[src/rtl/multiplier_seq_nbit.sv]
// multiplier_seq_nbit: sequential radix-2 shift-add multiplier with a start/done
// handshake. It produces the full 2N-bit product and an N-bit truncated result
// with ALU-style status flags. The multiply takes N cycles from the start edge.
// Optional feature macro MULTIPLIER_SIGNED_EN enables two's-complement operation
// through signed_mode. Without the macro, signed_mode is ignored and every
// operation is unsigned.
module multiplier_seq_nbit #(
    parameter int unsigned N = 4
) (
    input  logic             clk,
    input  logic             rst,
    input  logic             start,
    input  logic             signed_mode,
    input  logic [N-1:0]     A,
    input  logic [N-1:0]     B,
    output logic             busy,
    output logic             done,
    output logic [2*N-1:0]   product,
    output logic [N-1:0]     result,
    output logic             overflow,
    output logic             zero,
    output logic             carry_out,
    output logic             negative
);

    localparam int unsigned PW = 2 * N;
    localparam int unsigned MW = N + 1;
    localparam int unsigned CW = $clog2(N);

    typedef enum logic [1:0] {
        S_IDLE = 2'd0,
        S_CALC = 2'd1,
        S_DONE = 2'd2
    } state_t;

    state_t          state;
    state_t          state_nxt;
    logic            launch_c;
    logic            last_c;

    logic [PW-1:0]   mcand;
    logic [MW-1:0]   mplier;
    logic [PW-1:0]   acc;
    logic [CW-1:0]   cnt;

    logic [MW-1:0]   a_mag_c;
    logic [MW-1:0]   b_mag_c;
    logic [PW-1:0]   acc_nxt_c;
    logic [PW-1:0]   prod_c;
    logic            ovf_c;
    logic            cry_c;

`ifdef MULTIPLIER_SIGNED_EN
    logic            neg_q;
    logic            sm_q;
    logic            neg_c;
    logic [MW-1:0]   a_ext_c;
    logic [MW-1:0]   b_ext_c;

    // Operand magnitudes are one bit wider so the most-negative value stays positive.
    always_comb begin
        a_ext_c = {signed_mode & A[N-1], A};
        b_ext_c = {signed_mode & B[N-1], B};
        a_mag_c = a_ext_c[N] ? -a_ext_c : a_ext_c;
        b_mag_c = b_ext_c[N] ? -b_ext_c : b_ext_c;
        neg_c   = signed_mode & (A[N-1] ^ B[N-1]);
    end

    // Final accumulate, sign restore and flag derivation for the last iteration.
    always_comb begin
        acc_nxt_c = acc + (mplier[0] ? mcand : '0);
        prod_c    = neg_q ? -acc_nxt_c : acc_nxt_c;
        if (sm_q) begin
            ovf_c = !((&prod_c[PW-1:N-1]) | ~(|prod_c[PW-1:N-1]));
            cry_c = 1'b0;
        end else begin
            ovf_c = |prod_c[PW-1:N];
            cry_c = |prod_c[PW-1:N];
        end
    end
`else
    logic            unused_signed_mode;
    assign unused_signed_mode = signed_mode;

    // Unsigned-only build: operands are used as they are.
    always_comb begin
        a_mag_c = {1'b0, A};
        b_mag_c = {1'b0, B};
    end

    // Final accumulate and flag derivation for the last iteration.
    always_comb begin
        acc_nxt_c = acc + (mplier[0] ? mcand : '0);
        prod_c    = acc_nxt_c;
        ovf_c     = |prod_c[PW-1:N];
        cry_c     = |prod_c[PW-1:N];
    end
`endif

    // State register.
    always_ff @(posedge clk) begin
        if (rst) state <= S_IDLE;
        else     state <= state_nxt;
    end

    // Next-state logic, start acceptance and detection of the last iteration.
    always_comb begin
        state_nxt = state;
        launch_c  = 1'b0;
        last_c    = 1'b0;
        case (state)
            S_IDLE: begin
                if (start) begin
                    launch_c  = 1'b1;
                    state_nxt = S_CALC;
                end
            end
            S_CALC: begin
                if (cnt == CW'(N - 1)) begin
                    last_c    = 1'b1;
                    state_nxt = S_DONE;
                end
            end
            S_DONE: begin
                if (start) begin
                    launch_c  = 1'b1;
                    state_nxt = S_CALC;
                end else begin
                    state_nxt = S_IDLE;
                end
            end
            default: state_nxt = S_IDLE;
        endcase
    end

    // Datapath: capture operands, iterate, and register outputs on the edge entering DONE.
    always_ff @(posedge clk) begin
        if (rst) begin
            busy      <= 1'b0;
            done      <= 1'b0;
            mcand     <= '0;
            mplier    <= '0;
            acc       <= '0;
            cnt       <= '0;
            product   <= '0;
            result    <= '0;
            overflow  <= 1'b0;
            zero      <= 1'b1;
            carry_out <= 1'b0;
            negative  <= 1'b0;
`ifdef MULTIPLIER_SIGNED_EN
            neg_q     <= 1'b0;
            sm_q      <= 1'b0;
`endif
        end else begin
            busy <= (state_nxt == S_CALC);
            done <= (state_nxt == S_DONE);
            if (launch_c) begin
                mcand  <= PW'(a_mag_c);
                mplier <= b_mag_c;
                acc    <= '0;
                cnt    <= '0;
`ifdef MULTIPLIER_SIGNED_EN
                neg_q  <= neg_c;
                sm_q   <= signed_mode;
`endif
            end else if (state == S_CALC) begin
                acc    <= acc_nxt_c;
                mcand  <= mcand << 1;
                mplier <= mplier >> 1;
                cnt    <= cnt + CW'(1);
                if (last_c) begin
                    product   <= prod_c;
                    result    <= prod_c[N-1:0];
                    overflow  <= ovf_c;
                    carry_out <= cry_c;
                    zero      <= ~(|prod_c[N-1:0]);
                    negative  <= prod_c[N-1];
                end
            end
        end
    end

endmodule

[config.mk]
export PLATFORM = sky130hd
export DESIGN_NAME = multiplier_seq_nbit
export DESIGN_NICKNAME = d
export VERILOG_FILES = /design/src/rtl/multiplier_seq_nbit.sv
export SDC_FILE = /design/constraint.sdc
export NUM_CORES = 1
export LEC_CHECK = 0
export CAP_MARGIN = 20
export CORE_ASPECT_RATIO = 1.1
export CORE_UTILIZATION = 58
export CTS_BUF_LIST = sky130_fd_sc_hd__clkbuf_2
export CTS_CLUSTER_SIZE = 40
export DETAILED_ROUTE_END_ITERATION = 10
export HOLD_SLACK_MARGIN = 0.12
export MAX_ROUTING_LAYER = met4
export PLACE_DENSITY_LB_ADDON = 0.08
export SLEW_MARGIN = 20
export SYNTH_ARGS = -nofsm -noshare
export SYNTH_HDL_FRONTEND = slang
export SYNTH_SLANG_ARGS = --single-unit
export TNS_END_PERCENT = 20
[constraint.sdc]
create_clock -name clk -period 5.35 [get_ports clk]
set_input_delay 1.07 -clock clk [delete_from_list [all_inputs] [get_ports clk]]
set_output_delay 1.07 -clock clk [all_outputs]
set_load 0.1 [all_outputs]
### Word level (Yosys, flattened, before mapping)

Index checks and enable logic that the tools add are counted.

| operators by class | value |
|---|---|
| muxes and demuxes | 13 |
| bitwise operators | 2 |
| equality and inequality tests | 5 |
| reductions and logical operators | 7 |
| add/subtract/negate cells | 2 |

Operators by type and width:

| operator | number |
|---|---|
| two-way mux 4 bit | 4 |
| adder 8 bit | 1 |
| two-way mux 8 bit | 1 |
| OR reduction 4 bit | 2 |
| == test 2 bit (second input constant) | 3 |
| one-hot mux 2 bit (3 select lines) | 1 |
| two-way mux 1 bit | 5 |
| == test 2 x 1 -> 1 bit (second input constant) | 2 |
| two-way mux 2 bit | 2 |
| OR reduction 2 bit | 2 |
| AND reduction 3 bit | 1 |
| adder 2 x 1 -> 2 bit (second input constant) | 1 |
| logical NOT 2 bit | 1 |
| NOT 1 bit | 2 |
| nonzero test 2 bit | 1 |

| word-level totals | value |
|---|---|
| output and inout port bits | 18 |
| register bits | 41 |
| word-level logic and storage cells | 42 |
| input port bits | 12 |

### Longest topological paths before layout

| logic depth | value |
|---|---|
| depth in word-level cells | 5 |
| depth in mapped cells | 8 |
| mapped depth without buffers | 8 |

### Worst setup path before layout

Ideal clock, no wire load.

| timing | value |
|---|---|
| path type | register to output |
| start | reg product[3] |
| end | out product[3] |
| data required time | 4.280 ns |
| arrival time | 1.391 ns |
| path buffers | 1 |
| stages on the path, launching flop included | 2 |
| setup slack | 2.889 ns |
| cells stage by stage | dfxtp_1 buf_4 |

RTL lines:

| item | line | text |
|---|---|---|
| start, declared | 18 | `output logic [2*N-1:0] product,` |
| start signal, assigned | 173 | `product <= prod_c;` |

No word-level cell between the ends.

==> impl_results.md <==
* Crit path required time at 4280 ps
* Yosys cell types at 36
* CP bufs+invs at 1
* Final Critical Period at 3010 ps
* Most frequent cells in the layout: 44 x nand2_1, 36 x dfxtp_1, 28 x clkdlybuf4s50_1, 19 x a21oi_1, 18 x nor2_1
* Antenna Nets Post-Route at 0
* Delay-heaviest family, CP: buffers and inverters
* CTS tree: done
* Seq/Total Area, Yosys at 0.431
* I/O Buffers at 28
* Final setup vio count at 0
* Headroom to the max-slew limit at 0.349
* Fmax at 0.332 GHz
* Synth Area in Simple Gates at 0.231
* Maximum vdd drop at 0.201 mV
* Main combinational cell family by area after synthesis: simple AND/OR/NAND/NOR gates
* Crit path kind: reg -> out
* Pin count of the biggest net entering global routing at 24
* Setup TNS at 0 ps
* Synth warn at 0
* Clk root buf: clkbuf_2
* Skew-Pair Late Insertion Delay at 380 ps
* Compound-Gate Fraction of Synth Area at 0.163
* Total of max-cap violations at 0
* EDFF count, synth at 0
* Crit end category: primary output
* Commonest non-fill, non-tap cell in the layout: nand2_1
* Via count at 1402
* Seq cells post-synth at 36
* Post_cts resized at 0
* Yosys top cell area share at 0.431
* Setup Buffers After CTS at 0
* Antenna violations before repair at 0
* Share of layout cells above drive strength 1 at 0.0364
* Critical Path Start: product[3]
* Syn avg cell area at 8.35 um^2
* Mapped Nets at 221
* Clk slew on worst S/H paths at 180 ps
* Crit start category: flop
* Leak pwr at 0.000743 uW
* Drt pass-1 iters at 4
* Ys async rst share at 0
* CP max stage delay at 1150 ps
* Area leader, netlist: dfxtp_1
* Synth top area cells: dfxtp_1 43%, nand2_1 9.9%, ha_1 6.0%, a21oi_1 5.7%, nor2_1 4.0%
* Final max-slew violation count at 0
* Post-Synth Adder-Cell Area at 0.0719
* Worst path slowest cell: clkdlybuf4s50_1
* IO Count at 30
* WP data arrival at 1940 ps
* DIE AREA at 3100 um^2
* Worst-path cell chain: clkdlybuf4s50_1
* DRC viols at 0
* Filler cells at 241
* Mux cell area share after synthesis at 0.0120
* Hold WC Path Type: reg -> reg
* Initial core utilization at 0.607
* Area growth syn-to-layout at 16.4%
* Clk sinks at 36
* CP Max Fanout at 4
* Die Height at 58.3 um
* Average vias per placed instance at 5.54
* GR Overflow Total at 0
* CTS buffer count at 5
* Slew @ Worst Pin at 974 ps
* Drt first-iter violations at 29
* Ant diodes at 0
* CTS Buffer Depth at 2
* Period utilisation layout at 0.563
* Row cnt at 20
* Post-CTS Hold Fix Bufs at 0
* Overall power at 448 uW
* Status: completed
* Final Wtd Congestion at 0.876
* Vias in the first global route at 1302
* Core area at 2750 um^2
* Die Width at 53.2 um
* Hold path startpoint: product[4]
* Post-Synthesis Cells at 200
* RSZ-0062 raised after global routing: false
* DP HPWL at 2430 um
* GRT Overall Usage at 0.252
* Fin Clk Skew at 17.1 ps
* Global-route wire length before repair at 5460 um
* Power density over the cells at 231 nW/um^2
* Hold Vio Cnt, Final at 0
* Final net count at 241
* Cell Area, Synth at 1670 um^2
* H-tree Lvls at 2
* Wirelength per Cell at 13.1 um
* FF-to-FF Start: mplier[0]
* Most used DFF post-synth: dfxtp_1
* WL final at 3320 um
* Xor-xnor portion of the synthesized cell area at 0.0367
power breakdown:
part | total, uW | leakage, uW | switching, uW | internal [uW]
clock network | 112 | 0.0000239 | 85.3 | 26.9
registers | 283 | 0.000293 | 6.04 | 277
logic | 53.2 | 0.000426 | 32.5 | 20.7
total | 448 | 0.000743 | 124 | 325
cell usage after synthesis (2+ instances only):
master and number:
nand2_1 44, dfxtp_1 36, a21oi_1 19, nor2_1 18, and2_1 8, ha_1 8
buf_4 6, nor3_1 6, clkbuf_1 5, a211oi_1 4, buf_2 4, xnor2_1 4
a311oi_1 3, nand2b_1 3, o21ai_0 3, o22ai_1 3, xor2_1 3, a21o_1 2
mux2i_1 2, nor2b_1 2, nor3b_1 2
kinds of logic after synthesis:
family	after synthesis
xor+xnor	7
simple gates	87
fa+ha+maj	9
buf+inv	17
compound gates	42
mux	2
flops	36
layer usage:
layer	up-vias	GRT usage	share of wire
met1	652	0.257	0.43
met3	8	0.0761	0.039
li1	715	-	-
met2	27	0.439	0.52
met5	-	-	0
met4	0	0.105	0.016
state kept, by name (all words and copies together) (netlist names):
signal and count:
acc 8, busy 1, carry_out 1, cnt 2, done 1, mcand 8
mplier 4, product 8, state 2, zero 1
per-stage QoR:
step | cell area (um^2) | setup slack, ps | util | hold WS (ps) | instances
2_1_floorplan | 1670 | 2890 | - | 437 | 200
3_3_place_gp | 1910 | 2520 | 0.695 | 444 | 246
3_5_place_dp | 1910 | 2480 | 0.695 | 453 | 246
4_1_cts | 1940 | 2320 | 0.706 | 474 | 253
5_1_grt | 1940 | 2280 | 0.706 | 502 | 253
6_report | 1940 | 2340 | 0.706 | 475 | 253
final cells by class:
type	instances	area, um^2	share of cell area
clock buffers	5	25.0	0.0129
clock inverters	2	7.51	0.00386
inverters	1	3.75	0.00193
multi-input cells	147	858	0.441
flip-flops and latches	36	721	0.371
well taps	33	41.3	0.0212
repair buffers	29	288	0.148
worst paths after layout:
check | cells after the start | slack [ps] | to
worst max register to register | 8 | 3030 | carry_out
worst max-delay path | 1 | 2340 | negative
worst min register to register | 2 | 470 | product[4]
worst min-delay path | 2 | 470 | product[4]
Note: power is estimated with default switching activity, not from simulation.
